`config.mk`:
```
export PLATFORM = sky130hd
export DESIGN_NAME = serial_add_ctrl_flat
export DESIGN_NICKNAME = d
export VERILOG_FILES = /design/src/rtl/serial_add_pkg.sv /design/src/rtl/serial_add_ctrl_if.sv /design/src/rtl/full_adder.sv /design/src/rtl/serial_add_ctrl.sv /design/src/flat_wrapper.sv
export SDC_FILE = /design/constraint.sdc
export NUM_CORES = 1
export LEC_CHECK = 0
export ABC_CLOCK_PERIOD_IN_PS = 4690
export CORE_MARGIN = 3
export CORE_UTILIZATION = 56
export DETAILED_ROUTE_END_ITERATION = 10
export PLACE_DENSITY = 0.84
export SLEW_MARGIN = 40
export SYNTH_ARGS = -nofsm -noshare
export SYNTH_HDL_FRONTEND = slang
export SYNTH_SLANG_ARGS = --single-unit
export TNS_END_PERCENT = 20
```
`constraint.sdc`:
```
create_clock -name clk -period 4.69 [get_ports clk]
set_input_delay 1.407 -clock clk [delete_from_list [all_inputs] [get_ports clk]]
set_output_delay 1.407 -clock clk [all_outputs]
set_load 0.01 [all_outputs]
```
`src/rtl/serial_add_pkg.sv`:
```
`default_nettype none
// +----------------------------------------------------------------------------+
// | Module : serial_add_pkg                                                    |
// | Brief  : Shared state encodings and default width for the serial adder.    |
// | Rev    : 1.0  initial release                                              |
// +----------------------------------------------------------------------------+
package serial_add_pkg;

  localparam int DEFAULT_WIDTH = 8;

  typedef enum logic [1:0] {
    S_IDLE = 2'd0,
    S_RUN  = 2'd1,
    S_DONE = 2'd2
  } state_t;

endpackage
`default_nettype wire

```
`src/rtl/serial_add_ctrl_if.sv`:
```
`default_nettype none
// +----------------------------------------------------------------------------+
// | Module : serial_add_ctrl_if                                                |
// | Brief  : Request/result bundle between harness and serial adder; ovf wire  |
// |          exists only when SERIAL_ADD_OVF_EN is defined.                    |
// | Rev    : 1.0  initial release                                              |
// +----------------------------------------------------------------------------+
interface serial_add_ctrl_if
  import serial_add_pkg::*;
#(
  parameter int WIDTH = DEFAULT_WIDTH
);
  logic             start;
  logic [WIDTH-1:0] a;
  logic [WIDTH-1:0] b;
  logic             cin;
  logic             busy;
  logic             done;
  logic [WIDTH-1:0] sum;
  logic             cout;
`ifdef SERIAL_ADD_OVF_EN
  logic             ovf;

  modport master (output start, a, b, cin, input busy, done, sum, cout, ovf);
  modport slave  (input start, a, b, cin, output busy, done, sum, cout, ovf);
`else
  modport master (output start, a, b, cin, input busy, done, sum, cout);
  modport slave  (input start, a, b, cin, output busy, done, sum, cout);
`endif
endinterface
`default_nettype wire

```
`src/rtl/full_adder.sv`:
```
`default_nettype none
// +----------------------------------------------------------------------------+
// | Module : full_adder                                                        |
// | Brief  : One-bit full adder cell shared by the serial datapath.            |
// | Rev    : 1.0  initial release                                              |
// +----------------------------------------------------------------------------+
module full_adder (
  input  wire logic i_a,
  input  wire logic i_b,
  input  wire logic i_cin,
  output logic      o_sum,
  output logic      o_cout
);
  assign o_sum  = i_a ^ i_b ^ i_cin;
  assign o_cout = (i_a & i_b) | (i_cin & (i_a ^ i_b));
endmodule
`default_nettype wire

```
`src/rtl/serial_add_ctrl.sv`:
```
`default_nettype none
// +----------------------------------------------------------------------------+
// | Module : serial_add_ctrl                                                   |
// | Brief  : Bit-serial adder controller, LSB first, one full_adder instance.  |
// |          Optional signed-overflow flag via SERIAL_ADD_OVF_EN.              |
// | Rev    : 1.0  initial release                                              |
// +----------------------------------------------------------------------------+
module serial_add_ctrl
  import serial_add_pkg::*;
#(
  parameter int WIDTH = DEFAULT_WIDTH
) (
  input  wire logic        clk,
  input  wire logic        reset,
  serial_add_ctrl_if.slave bus
);
  localparam int               CNT_W    = $clog2(WIDTH);
  localparam logic [CNT_W-1:0] CNT_LAST = CNT_W'(WIDTH - 1);

  state_t           r_state;
  state_t           w_state_nxt;
  logic             w_busy;
  logic             w_done;
  logic             w_accept;
  logic             w_last;

  logic [WIDTH-1:0] r_sa;
  logic [WIDTH-1:0] r_sb;
  logic [WIDTH-1:0] r_ss;
  logic             r_carry;
  logic [CNT_W-1:0] r_cnt;
  logic [WIDTH-1:0] r_sum;
  logic             r_cout;

  logic             w_fa_sum;
  logic             w_fa_cout;
  logic [WIDTH-1:0] w_ss_nxt;

  full_adder u_full_adder (
    .i_a    (r_sa[0]),
    .i_b    (r_sb[0]),
    .i_cin  (r_carry),
    .o_sum  (w_fa_sum),
    .o_cout (w_fa_cout)
  );

  // New sum bit enters at the MSB so after WIDTH steps the LSB lands in bit 0.
  assign w_ss_nxt = {w_fa_sum, r_ss[WIDTH-1:1]};

  always_ff @(posedge clk or posedge reset) begin
    if (reset) r_state <= S_IDLE;
    else       r_state <= w_state_nxt;
  end

  always_comb begin
    w_state_nxt = r_state;
    w_busy      = 1'b1;
    w_done      = 1'b0;
    w_accept    = 1'b0;
    w_last      = 1'b0;
    case (r_state)
      S_IDLE: begin
        w_busy = 1'b0;
        if (bus.start) begin
          w_accept    = 1'b1;
          w_state_nxt = S_RUN;
        end
      end
      S_RUN: begin
        if (r_cnt == CNT_LAST) begin
          w_last      = 1'b1;
          w_state_nxt = S_DONE;
        end
      end
      S_DONE: begin
        w_done      = 1'b1;
        w_state_nxt = S_IDLE;
      end
      default: w_state_nxt = S_IDLE;
    endcase
  end

  always_ff @(posedge clk or posedge reset) begin
    if (reset) begin
      r_sa    <= '0;
      r_sb    <= '0;
      r_ss    <= '0;
      r_carry <= 1'b0;
      r_cnt   <= '0;
      r_sum   <= '0;
      r_cout  <= 1'b0;
    end else if (w_accept) begin
      r_sa    <= bus.a;
      r_sb    <= bus.b;
      r_ss    <= '0;
      r_carry <= bus.cin;
      r_cnt   <= '0;
    end else if (r_state == S_RUN) begin
      r_sa    <= r_sa >> 1;
      r_sb    <= r_sb >> 1;
      r_ss    <= w_ss_nxt;
      r_carry <= w_fa_cout;
      if (w_last) begin
        r_sum  <= w_ss_nxt;
        r_cout <= w_fa_cout;
      end else begin
        r_cnt  <= r_cnt + 1'b1;
      end
    end
  end

`ifdef SERIAL_ADD_OVF_EN
  logic r_ovf;

  // r_carry still holds the carry into the MSB during the final step.
  always_ff @(posedge clk or posedge reset) begin
    if (reset)                            r_ovf <= 1'b0;
    else if (r_state == S_RUN && w_last)  r_ovf <= r_carry ^ w_fa_cout;
  end

  assign bus.ovf = r_ovf;
`endif

  assign bus.busy = w_busy;
  assign bus.done = w_done;
  assign bus.sum  = r_sum;
  assign bus.cout = r_cout;

endmodule
`default_nettype wire

```
`src/flat_wrapper.sv`:
```
// flat-port wrapper written by rule: the top's interface ports become plain ports
module serial_add_ctrl_flat import serial_add_pkg::*;
#(
  parameter int WIDTH = DEFAULT_WIDTH
)
  (clk, reset, bus_start, bus_a, bus_b, bus_cin, bus_busy, bus_done, bus_sum, bus_cout);
  serial_add_ctrl_if #(.WIDTH(WIDTH)) bus_i ();
  input  wire logic clk;
  input  wire logic reset;
  input wire logic [$bits(bus_i.start)-1:0] bus_start;
  input wire logic [$bits(bus_i.a)-1:0] bus_a;
  input wire logic [$bits(bus_i.b)-1:0] bus_b;
  input wire logic [$bits(bus_i.cin)-1:0] bus_cin;
  output wire logic [$bits(bus_i.busy)-1:0] bus_busy;
  output wire logic [$bits(bus_i.done)-1:0] bus_done;
  output wire logic [$bits(bus_i.sum)-1:0] bus_sum;
  output wire logic [$bits(bus_i.cout)-1:0] bus_cout;
  assign bus_i.start = bus_start;
  assign bus_i.a = bus_a;
  assign bus_i.b = bus_b;
  assign bus_i.cin = bus_cin;
  assign bus_busy = bus_i.busy;
  assign bus_done = bus_i.done;
  assign bus_sum = bus_i.sum;
  assign bus_cout = bus_i.cout;
  serial_add_ctrl #(.WIDTH(WIDTH)) u_core (.clk(clk), .reset(reset), .bus(bus_i));
endmodule
```
==> Flow_metrics.wiki, run 1 <==
{| class="wikitable"
! Metric !! Value
|-
| First-pass GRT wire length || 6665 µm
|-
| Final Max Slew Viols || 0
|-
| Maximum clock rate || 274.3 MHz
|-
| Part of the power in registers || a little over two fifths
|-
| Minimum clock period after layout || approximately 3.6 ns
|-
| Area enclosed by the die boundary || about 4000 µm²
|-
| Top-Level Pins || 31
|-
| Critical register-to-register path startpoint || u_core.r_state[0]
|-
| CTS H-tree lvls || 2
|-
| Worst Path Class, Setup || reg2out
|-
| Area overhead of the layout relative to synthesis || 20.82%
|-
| Part of the total power dissipated in the clock network || between 15 and 20%
|-
| Worst hold slack after final layout || between 0.5 and 0.6 ns
|-
| Headroom to the max-slew limit || 51.18%
|-
| Vias || roughly 1400
|-
| Required @ worst endpoint || ~3.3 ns
|-
| Pint || about 0.00089 W
|-
| Hold Path Class || reg2reg
|-
| Starting density of the core || around 61%
|-
| Number of synthesized flops with an enable pin || 0
|-
| DRT antenna net count || 0
|-
| Slew at the pin with the worst max-slew slack || roughly 0.73 ns
|-
| Post-detailed-routing wire length || between 3000 and 4000 µm
|-
| DPL Wire Length || 2594 µm
|-
| Filler-free cell count of the finished design || 227
|-
| Synth warnings || 0
|-
| Switching share of power || 35.47%
|-
| Multi-input combinational cell area || 738.2 µm²
|-
| Quantity of I/O buffers inserted on ports || 30
|-
| Final Wtd Congestion || approximately 0.77
|-
| Count of clock tree sinks || 38
|-
| Resize count post-CTS || 0
|-
| Most frequently used flop master after synthesis || dfrtp_1
|-
| Cell chosen for the clock root || clkbuf_4
|-
| Part of the power in combinational logic || between 40% and 50%
|-
| Clock-pin slew on the worst setup and hold paths || 0.11 ns
|-
| Status || complete, no violations
|-
| Final Cycle Share || between 70 and 80%
|-
| Number of distinct library cells after synthesis || 25
|-
| Critical Path Start || u_core.r_state[1]
|-
| Max clock buf depth || 2
|-
| Fraction of final layout cells sized beyond drive strength 1 || 13.51%
|-
| Maximum fanout along the worst path || 17
|-
| Post-Route Utilization || around 74%
|-
| Drt first pass iters || 4
|-
| Syn avg cell area || 11.33 µm²
|-
| Dominant combinational cell family by area after synthesis || simple AND/OR/NAND/NOR gates
|-
| Synth Area in Compound Gates || about an eighth
|-
| Proportion of synthesized chip area in sequential cells || 53.45%
|-
| Violation count after the first detailed-routing iteration || between 100 and 150
|-
| Synth Net Count || 180
|-
| Count of final hold-check violations || 0
|-
| Cell count after placement || 219
|-
| Arrival time of data at the critical path endpoint || ~2.2 ns
|-
| Adder-cell area share of the yosys netlist || 2.532%
|-
| Number of antenna violations at the first check in global routing || 0
|-
| Power Dens Cells || 639.2 nW/µm²
|-
| Number of buffers inserted by hold repair at cts || 0
|-
| Final antenna diode count || 0
|-
| Max_cap viols || 0
|-
| Launch point of the worst hold path || u_core.bus.sum[5]
|-
| Nature of the critical path endpoint || primary output
|-
| Peak supply drop || slightly below 0.4 mV
|-
| Mean routed wirelength per cell || around 17 µm
|-
| Area share of and/or/nand/nor cells after synthesis || 17.37%
|-
| RSZ-0062 raised after global routing || false
|-
| Largest clock skew in the final design || between 0.003 and 0.004 ns
|-
| Total net switching power || between 0.0004 and 0.0005 W
|-
| XOR/XNOR share of the synthesized area || 0%
|-
| TritonCTS clock tree || yes
|-
| Sequential cell area || about 950 µm²
|-
| Number of buffers created by CTS || 5
|-
| Final total negative setup slack || 0 ns
|-
| Multiplexer area fraction after synthesis || 8.790%
|-
| Via count of the first global-routing pass || 1441
|-
| Setup Fix Bufs, Post-CTS || 0
|-
| Rows || 19
|-
| # setup viols final || 0
|-
| CP Launch Type || register
|-
| Core box area || a little under 3000 µm²
|-
| Overall Power || ~0.0014 W
|-
| Static leakage || around 0.94 nW
|-
| Leftover overflow at the end of global routing || 0
|-
| Count of mapped cells out of synthesis || roughly 160
|-
| Total DRC errors in the routed layout || 0
|-
| Final #Nets || 207
|-
| Height of the chip || a little over 60 µm
|-
| Clk_lat worst skew || 0.34 ns
|-
| Pin count of the biggest net entering global routing || 23
|-
| GRT Total Usage || 21.50%
|-
| Summed instance area of the synthesized netlist || between 1500 and 2000 µm²
|-
| Async set-reset flop share out of synthesis || 100.0%
|-
| Vias per std cell || 5.947
|-
| Filler cell count || roughly 220
|-
| Number of storage elements in the synthesis netlist || 38
|-
| DIE WIDTH || about 62 µm
|}
path summary, 6_finish.rpt:
kind,to,slack (ns),depth (start not counted)
min reg2reg,u_core.bus.sum[5],0.52,1
max in group asynchronous,u_core.r_ss[5],2.54,3
max,bus_done,1.04,3
min in group asynchronous,u_core.r_sa[2],1.43,2
min,u_core.bus.sum[5],0.52,1
max reg2reg,u_core.bus.cout,2.61,4
area by class of cell:
class | count | share of cell area [%]
Clock buffer | 5 | 1.746
Timing Repair Buffer | 32 | 14.67
Inverter | 4 | 0.6985
Tap cell | 42 | 2.445
Sequential cell | 38 | 44.24
Clock inverter | 3 | 1.863
Multi-Input combinational cell | 103 | 34.34
critical path, stage by stage, from the launching register on:
cell,delay [ns]
dfrtp_1,0.55
clkinv_1,0.52
nor2_1,0.25
clkdlybuf4s50_1,0.57
cells in the final DEF (no fill, tap or decap), types with 2 or more instances in the layout:
cell / Yosys / routed
nor3_1: 45 / 45
dfrtp_1: 38 / 38
clkdlybuf4s50_1: 0 / 30
o22ai_1: 15 / 15
a22o_1: 12 / 12
mux2_4: 9 / 9
clkbuf_4: 0 / 5
nor2_1: 4 / 4
o21ai_0: 4 / 4
inv_1: 3 / 3
nand2_1: 2 / 2
ha_1: 2 / 2
clkinv_2: 0 / 2
buf_4: 4 / 2
logic make-up after synthesis:
logic type,after synthesis
adders and majority gates,3
buffers and inverters,16
DFF,38
muxes,11
AOI/OAI and AO/OA,32
and+or+nand+nor,57
metal layers:
metal	share of wire (%)	vias up	wire, µm	global-route usage (%)
met5	0	-	0	0
met4	2.5	0	94	10.74
met3	7.8	13	295	5.586
met2	48	66	1812	32.66
met1	42	641	1594	28.66
li1	-	630	-	-
power groups by stage:
stage | Sequential, W | Clock [W] | Combinational (W)
floorplan | 0.000576 | 0 | 0.000413
detailed placement | 0.000605 | 0 | 0.000553
finish | 0.000604 | 0.000217 | 0.000552
global route | 0.000624 | 0.000239 | 0.000608
global placement | 0.000596 | 0 | 0.000520
CTS | 0.000602 | 0.000223 | 0.000554
state kept, by name, indices dropped and copies added (netlist names):
register         flops
u_core.bus.sum       8
u_core.r_sa          8
u_core.r_sb          8
u_core.r_ss          7
u_core.r_cnt         3
u_core.r_state       2
u_core.bus.cout      1
u_core.r_carry       1
stage by stage:
step | area (µm²) | setup slack, ns
final | 2150 | 1.044
after global placement | 2072 | 1.606
after detailed placement | 2072 | 1.524
after floorplan | 1779 | 2.156
after CTS | 2150 | 1.104
after global routing | 2150 | 0.9283
cells in the mapped netlist, types with 2 or more instances:
cell,number,area share [%]
ha_1,2,1.4
nand2_1,2,0.42
o22ai_1,15,5.3
inv_1,3,0.63
buf_2,6,1.7
buf_4,4,1.7
a22o_1,12,5.9
mux2_4,9,7.6
dfrtp_1,38,53
nor3_1,45,13
nor2_1,4,0.84
o21ai_0,4,1.1
No activity file was read; power rests on OpenSTA's default activity.
==> run 2: changes to the inputs <==
--- a/config.mk
+++ b/config.mk
@@ -5,11 +5,11 @@
 export SDC_FILE = /design/constraint.sdc
 export NUM_CORES = 1
 export LEC_CHECK = 0
-export ABC_CLOCK_PERIOD_IN_PS = 4690
+export ABC_CLOCK_PERIOD_IN_PS = 3650
 export CORE_MARGIN = 3
-export CORE_UTILIZATION = 56
+export CORE_UTILIZATION = 52
 export DETAILED_ROUTE_END_ITERATION = 10
-export PLACE_DENSITY = 0.84
+export PLACE_DENSITY = 0.79
 export SLEW_MARGIN = 40
 export SYNTH_ARGS = -nofsm -noshare
 export SYNTH_HDL_FRONTEND = slang
==> constraint.sdc (replaced) <==
create_clock -name clk -period 3.65 [get_ports clk]
set_input_delay 1.095 -clock clk [delete_from_list [all_inputs] [get_ports clk]]
set_output_delay 1.095 -clock clk [all_outputs]
set_load 0.01 [all_outputs]
==> run 2 against run 1 <==
Routed wire length down 3.8%. Cell count up 1.8%. Count of clock-buffer cells in the layout unchanged. Design area up 0.82%. Via count up 2.8%. First-iteration DRC count down 22%. Critical endpoint unchanged.
==> Flow_metrics.wiki, run 2 (same netlist as run 1, synthesis figures left out) <==
{| class="wikitable"
! Metric !! Value
|-
| Arrival time of data at the critical path endpoint || 1.82 ns (-0.42 ns)
|-
| Top-Level Pins || 31 (unchanged)
|-
| Area enclosed by the die boundary || 4160 µm² (+6.9%)
|-
| Resize count post-CTS || 0 (unchanged)
|-
| GRT Total Usage || 20.31% (-1.2 points)
|-
| Minimum setup slack among reg-to-reg paths || 1.94 ns (-0.67 ns)
|-
| Via count of the first global-routing pass || 1306 (-9.4%)
|-
| Max clock buf depth || 2 (unchanged)
|-
| Power Dens Cells || 810.9 nW/µm² (+27%)
|-
| RSZ-0062 raised after global routing || false
|-
| Setup Fix Bufs, Post-CTS || 0 (unchanged)
|-
| Fraction of final layout cells sized beyond drive strength 1 || 14.44% (+0.92 points)
|-
| CP Launch Type || register
|-
| Clk_lat worst skew || 0.34 ns (about the same)
|-
| Violation count after the first detailed-routing iteration || 108 (-22%)
|-
| Hold Path Stages || 1 (unchanged)
|-
| Final Cycle Share || about 80%
|-
| Slowest cell on the critical path || clkdlybuf4s50_1
|-
| Starting density of the core || 56.43% (-4.9 points)
|-
| Count of clock tree sinks || 38 (unchanged)
|-
| Status || complete, no violations
|-
| Largest delay share family, worst path || buffers and inverters
|-
| Height of the chip || 64.50 µm (+3.4%)
|-
| Clock-pin slew on the worst setup and hold paths || 0.11 ns (about the same)
|-
| Final total negative setup slack || 0 ns (unchanged)
|-
| Critical register-to-register path startpoint || u_core.r_state[0]
|-
| Largest clock skew in the final design || 0.009647 ns (+0.006463 ns)
|-
| Number of buffers inserted by hold repair at cts || 0 (unchanged)
|-
| Most common library cell in the layout ignoring fill and taps || nor3_1
|-
| Count of final hold-check violations || 0 (unchanged)
|-
| Mean routed wirelength per cell || 15.81 µm (-5.5%)
|-
| Drt first pass iters || 4 (unchanged)
|-
| Number of antenna violations at the first check in global routing || 0 (unchanged)
|-
| Quantity of I/O buffers inserted on ports || 30 (unchanged)
|-
| Cell chosen for the clock root || clkbuf_4
|-
| Peak supply drop || 0.4888 mV (+25%)
|-
| Met1 usage || 28.90% (+0.24 points)
|-
| Worst slack at placement || 1.075 ns (-0.4493 ns)
|-
| Worst R2R Path Depth || 3 (-1)
|-
| Smallest setup slack after layout || 0.7373 ns (-0.3069 ns)
|-
| Nature of the critical path endpoint || primary output
|-
| Maximum clock rate || between 300 and 400 MHz
|-
| Headroom to the max-slew limit || 62.46% (+11 points)
|-
| Vias per std cell || 6.009 (+1.0%)
|-
| DIE WIDTH || 64.50 µm (+3.4%)
|-
| Launch point of the worst hold path || u_core.bus.sum[4]
|-
| Met2 Resource Use GR || 30.15% (-2.5 points)
|-
| Global routing met3 resource utilization || 4.853% (-0.73 points)
|-
| Hold Path Class || reg2reg
|-
| GR peak layer || met2
|-
| DPL Wire Length || 2446 µm (-5.7%)
|-
| Required @ worst endpoint || 2.55 ns (-0.73 ns)
|-
| CTS H-tree lvls || 2 (unchanged)
|-
| Static leakage || 0.9475 nW (+0.96%)
|-
| Post-detailed-routing wire length || 3652 µm (-3.8%)
|-
| Longest individual stage delay on the worst path || 0.58 ns (about the same)
|-
| Rows || 20 (+1)
|-
| Crit path buffers/inverters || 2 (unchanged)
|-
| First-pass GRT wire length || 6417 µm (-3.7%)
|-
| Area overhead of the layout relative to synthesis || 21.80%
|-
| Final Wtd Congestion || 0.8605 (+12%)
|-
| Total DRC errors in the routed layout || 0 (unchanged)
|-
| # setup viols final || 0 (unchanged)
|-
| Number of buffers created by CTS || 5 (unchanged)
|-
| Final #Nets || 209 (+0.97%)
|-
| Final antenna diode count || 0 (unchanged)
|-
| Max_cap viols || 0 (unchanged)
|-
| Filler cell count || 267 (+24%)
|-
| TritonCTS clock tree || yes
|-
| Pin count of the biggest net entering global routing || 39 (+70%)
|-
| DRT antenna net count || 0 (unchanged)
|-
| Slew at the pin with the worst max-slew slack || 0.5631 ns (-0.1669 ns)
|-
| CP cell instances || clkinv_1 > nor2_1 > clkdlybuf4s50_1
|-
| Critical Path Start || u_core.r_state[1]
|-
| Vias || 1388 (+2.8%)
|-
| Number of stages on the worst setup path || 3 (unchanged)
|-
| Minimum clock period after layout || 2.913 ns
|-
| Worst Path Class, Setup || reg2out
|-
| Leftover overflow at the end of global routing || 0 (unchanged)
|-
| Maximum fanout along the worst path || 10 (-7)
|-
| Core box area || 3153 µm² (+8.7%)
|-
| Most frequent cells in the layout || nor3_1 (45), dfrtp_1 (38), clkdlybuf4s50_1 (30)
|-
| Final Max Slew Viols || 0 (unchanged)
|}
-- run 2: layer usage --
metal | wire (µm) | up-vias
li1 | - | 647
met1 | 1607 | 658
met2 | 1676 | 70
met3 | 271 | 13
met4 | 96 | 0
met5 | 0 | -
-- run 2: final cells by class --
cell class / instances / area [µm²] / area share (%)
Clock buffer: 5 / 37.54 / 1.732
Clock inverter: 3 / 40.04 / 1.848
Inverter: 4 / 15.01 / 0.6928
Multi-Input combinational cell: 103 / 738.2 / 34.06
Sequential cell: 38 / 950.9 / 43.88
Tap cell: 44 / 55.05 / 2.540
Timing Repair Buffer: 34 / 330.3 / 15.24
-- run 2: worst paths after layout --
| check | to |
|---|---|
| hold reg to reg | u_core.bus.sum[4] |
| min in group asynchronous | u_core.r_sa[4] |
| setup reg to reg | u_core.bus.sum[0] |
| hold / removal | u_core.bus.sum[4] |
| max in group asynchronous | u_core.r_state[0] |
| setup / recovery | bus_done |
-- run 2: metrics by stage --
| stage | instances | total power, W | utilization [%] | hold WS [ns] | instance area (µm²) |
|---|---|---|---|---|---|
| after floorplan | 157 | 0.001270 | - | 0.4660 | 1779 |
| after detailed placement | 223 | 0.001480 | 66.27 | 0.4975 | 2090 |
| after global placement | 223 | 0.001439 | 66.27 | 0.4835 | 2090 |
| after CTS | 231 | 0.001764 | 68.73 | 0.5255 | 2167 |
| final | 231 | 0.001757 | 68.73 | 0.5234 | 2167 |
| after global routing | 231 | 0.001895 | 68.73 | 0.5401 | 2167 |
-- run 2: where the power goes --
group	internal [W]	total [W]	switching (W)
clock	0.000142	0.000278	0.000136
sequential	0.000608	0.000768	0.000161
combinational	0.000394	0.000711	0.000317
-- run 2: worst reg2reg max path: stages (launching register included) --
cell and delay, ns:
dfrtp_1 0.71, nor2b_4 0.42, nand2_8 0.14, mux2_4 0.33
==> run 3: changes to the inputs <==
--- a/config.mk
+++ b/config.mk
@@ -5,7 +5,7 @@
 export SDC_FILE = /design/constraint.sdc
 export NUM_CORES = 1
 export LEC_CHECK = 0
-export ABC_CLOCK_PERIOD_IN_PS = 3650
+export ABC_CLOCK_PERIOD_IN_PS = 2800
 export CORE_MARGIN = 3
 export CORE_UTILIZATION = 52
 export DETAILED_ROUTE_END_ITERATION = 10
==> constraint.sdc (replaced) <==
create_clock -name clk -period 2.8 [get_ports clk]
set_input_delay 0.84 -clock clk [delete_from_list [all_inputs] [get_ports clk]]
set_output_delay 0.84 -clock clk [all_outputs]
set_load 0.01 [all_outputs]
==> run 3 against run 2 <==
Clock power up 32%. Sequential share of layout area decreased by 0.15 points. Count of clock-buffer cells in the layout did not move. Flip-flop and latch count stayed put. Non-clock buffer count increased by 1. Global-route usage increased by 0.14 points.
==> Flow_metrics.wiki, run 3 (same netlist as run 1, synthesis figures left out) <==
{| class="wikitable"
! Metric !! Value
|-
| Arrival time of data at the critical path endpoint || 1.77 ns (-0.05 ns)
|-
| Smallest setup slack after layout || 0.1895 ns (-0.5478 ns)
|-
| Clock-pin slew on the worst setup and hold paths || 0.10 ns (about the same)
|-
| TritonCTS clock tree || yes
|-
| Vias per std cell || 5.909 (-1.7%)
|-
| Power Dens Cells || 1065 nW/µm² (+31%)
|-
| Hold Path Class || reg2reg
|-
| Rows || 20 (unchanged)
|-
| Worst R2R Path Depth || 4 (+1)
|-
| Number of buffers inserted by hold repair at cts || 0 (unchanged)
|-
| Leftover overflow at the end of global routing || 0 (unchanged)
|-
| Status || complete, no violations
|-
| Static leakage || 0.9518 nW (+0.46%)
|-
| Final total negative setup slack || 0 ns (unchanged)
|-
| Cell chosen for the clock root || clkbuf_4
|-
| Launch point of the worst hold path || u_core.r_ss[1]
|-
| RSZ-0062 raised after global routing || false
|-
| Largest clock skew in the final design || 0.009060 ns (-0.0005863 ns)
|-
| First-pass GRT wire length || 6437 µm (+0.31%)
|-
| DPL Wire Length || 2609 µm (+6.7%)
|-
| Fraction of final layout cells sized beyond drive strength 1 || 14.89% (+0.46 points)
|-
| GRT Total Usage || 20.45% (+0.14 points)
|-
| Max clock buf depth || 2 (unchanged)
|-
| Critical register-to-register path startpoint || u_core.r_state[0]
|-
| Violation count after the first detailed-routing iteration || 121 (+12%)
|-
| CP Launch Type || register
|-
| Vias || 1371 (-1.2%)
|-
| Worst Path Class, Setup || reg2out
|-
| Peak supply drop || 0.5977 mV (+22%)
|-
| Most frequent cells in the layout || nor3_1 (45), dfrtp_1 (38), clkdlybuf4s50_1 (30)
|-
| Final Max Slew Viols || 0 (unchanged)
|-
| Final Wtd Congestion || 0.8185 (-4.9%)
|-
| Core box area || 3153 µm² (unchanged)
|-
| Headroom to the max-slew limit || 58.77% (-3.7 points)
|-
| Quantity of I/O buffers inserted on ports || 30 (unchanged)
|-
| Filler cell count || 271 (+1.5%)
|-
| Mean routed wirelength per cell || 16.21 µm (+2.5%)
|-
| Number of buffers created by CTS || 5 (unchanged)
|-
| Worst slack at placement || 0.4723 ns (-0.6028 ns)
|-
| Number of antenna violations at the first check in global routing || 0 (unchanged)
|-
| Total DRC errors in the routed layout || 0 (unchanged)
|-
| Via count of the first global-routing pass || 1332 (+2.0%)
|-
| # setup viols final || 0 (unchanged)
|-
| Starting density of the core || 56.43% (unchanged)
|-
| Post-detailed-routing wire length || 3760 µm (+3.0%)
|-
| Height of the chip || 64.50 µm (unchanged)
|-
| Top-Level Pins || 31 (unchanged)
|-
| Capturing point of the worst reg2reg path || u_core.bus.sum[1]
|-
| Minimum clock period after layout || around 2.6 ns
|-
| Resize count post-CTS || 0 (unchanged)
|-
| Multi-input combinational cell area || 738.2 µm² (unchanged)
|-
| Pin count of the biggest net entering global routing || 39 (unchanged)
|-
| Final #Nets || 210 (+0.48%)
|-
| Nature of the critical path endpoint || primary output
|-
| Minimum setup slack among reg-to-reg paths || 1.15 ns (-0.79 ns)
|-
| Area overhead of the layout relative to synthesis || 22.22%
|-
| Required @ worst endpoint || 1.96 ns (-0.59 ns)
|-
| CTS H-tree lvls || 2 (unchanged)
|-
| Maximum fanout along the worst path || 10 (unchanged)
|-
| DIE WIDTH || 64.50 µm (unchanged)
|-
| Maximum clock rate || approximately 380 MHz
|-
| Slew at the pin with the worst max-slew slack || 0.6185 ns (+0.05536 ns)
|-
| Sequential cell area || 950.9 µm² (unchanged)
|-
| Count of final hold-check violations || 0 (unchanged)
|-
| Area enclosed by the die boundary || 4160 µm² (unchanged)
|-
| Hold endpoint || u_core.r_ss[1]
|-
| Setup Fix Bufs, Post-CTS || 0 (unchanged)
|-
| DRT antenna net count || 0 (unchanged)
|-
| Hold Path Stages || 1 (unchanged)
|-
| Final antenna diode count || 0 (unchanged)
|-
| Max_cap viols || 0 (unchanged)
|-
| Count of clock tree sinks || 38 (unchanged)
|-
| Most common library cell in the layout ignoring fill and taps || nor3_1
|-
| Clk_lat worst skew || 0.35 ns (about the same)
|-
| Drt first pass iters || 4 (unchanged)
|-
| Final Cycle Share || 93.23%
|}
run 3: changes by cell type in the layout (fill, tap and decap cells not counted), sizes merged:
cell,delta
buf,+1
run 3: worst max-delay path by stage:
stage                 startpoint             end  slack (ns)  depth (start not counted)
3_3_place_gp           bus_start  u_core.r_sa[0]        0.54                          4
3_5_place_dp           bus_start  u_core.r_carry        0.47                          4
4_1_cts        u_core.r_state[1]        bus_done        0.16                          3
5_1_grt        u_core.r_state[1]        bus_done        0.07                          3
2_1_floorplan  u_core.r_state[0]        bus_busy        0.83                          4
6_report       u_core.r_state[1]        bus_done        0.19                          3
run 3: final cells by class:
cell class              instances  share of cell area, %
well taps                      44                  2.532
multi-input cells             103                  33.95
clock inverters                 3                  1.841
repair buffers                 35                  15.54
flip-flops and latches         38                  43.73
clock buffers                   5                  1.726
inverters                       4                 0.6904
run 3: where the power goes:
| group | switching [W] | total, W | internal, W |
|---|---|---|---|
| sequential | 0.000199 | 0.000992 | 0.000792 |
| clock | 0.000182 | 0.000367 | 0.000185 |
| combinational | 0.000437 | 0.000957 | 0.000520 |
| total | 0.000819 | 0.00232 | 0.00150 |
run 3: metrics by stage:
stage          instance area [µm²]  total power (W)  hold slack [ns]  utilization [%]  cells
2_1_floorplan                 1779         0.001655           0.4660                -    157
4_1_cts                       2175         0.002331           0.5217            68.97    232
3_3_place_gp                  2097         0.001876           0.4837            66.51    224
3_5_place_dp                  2097         0.001959           0.4935            66.51    224
6_report                      2175         0.002316           0.5162            68.97    232
5_1_grt                       2175         0.002479           0.5274            68.97    232
run 3: per-layer routing:
| metal | part of all wire [%] | vias up | track usage (%) | wire [µm] |
|---|---|---|---|---|
| met3 | 7.5 | 7 | 7.279 | 281 |
| met4 | 1.1 | 0 | 9.235 | 43 |
| met2 | 48 | 57 | 30.80 | 1801 |
| met5 | 0 | - | 0 | 0 |
| li1 | - | 645 | - | - |
| met1 | 43 | 662 | 26.52 | 1633 |
run 3: worst max-delay path, cell delays in order, from the launching register on:
cell,delay (ns)
dfrtp_1,0.55
clkinv_1,0.14
nor2_1,0.16
clkdlybuf4s50_1,0.56
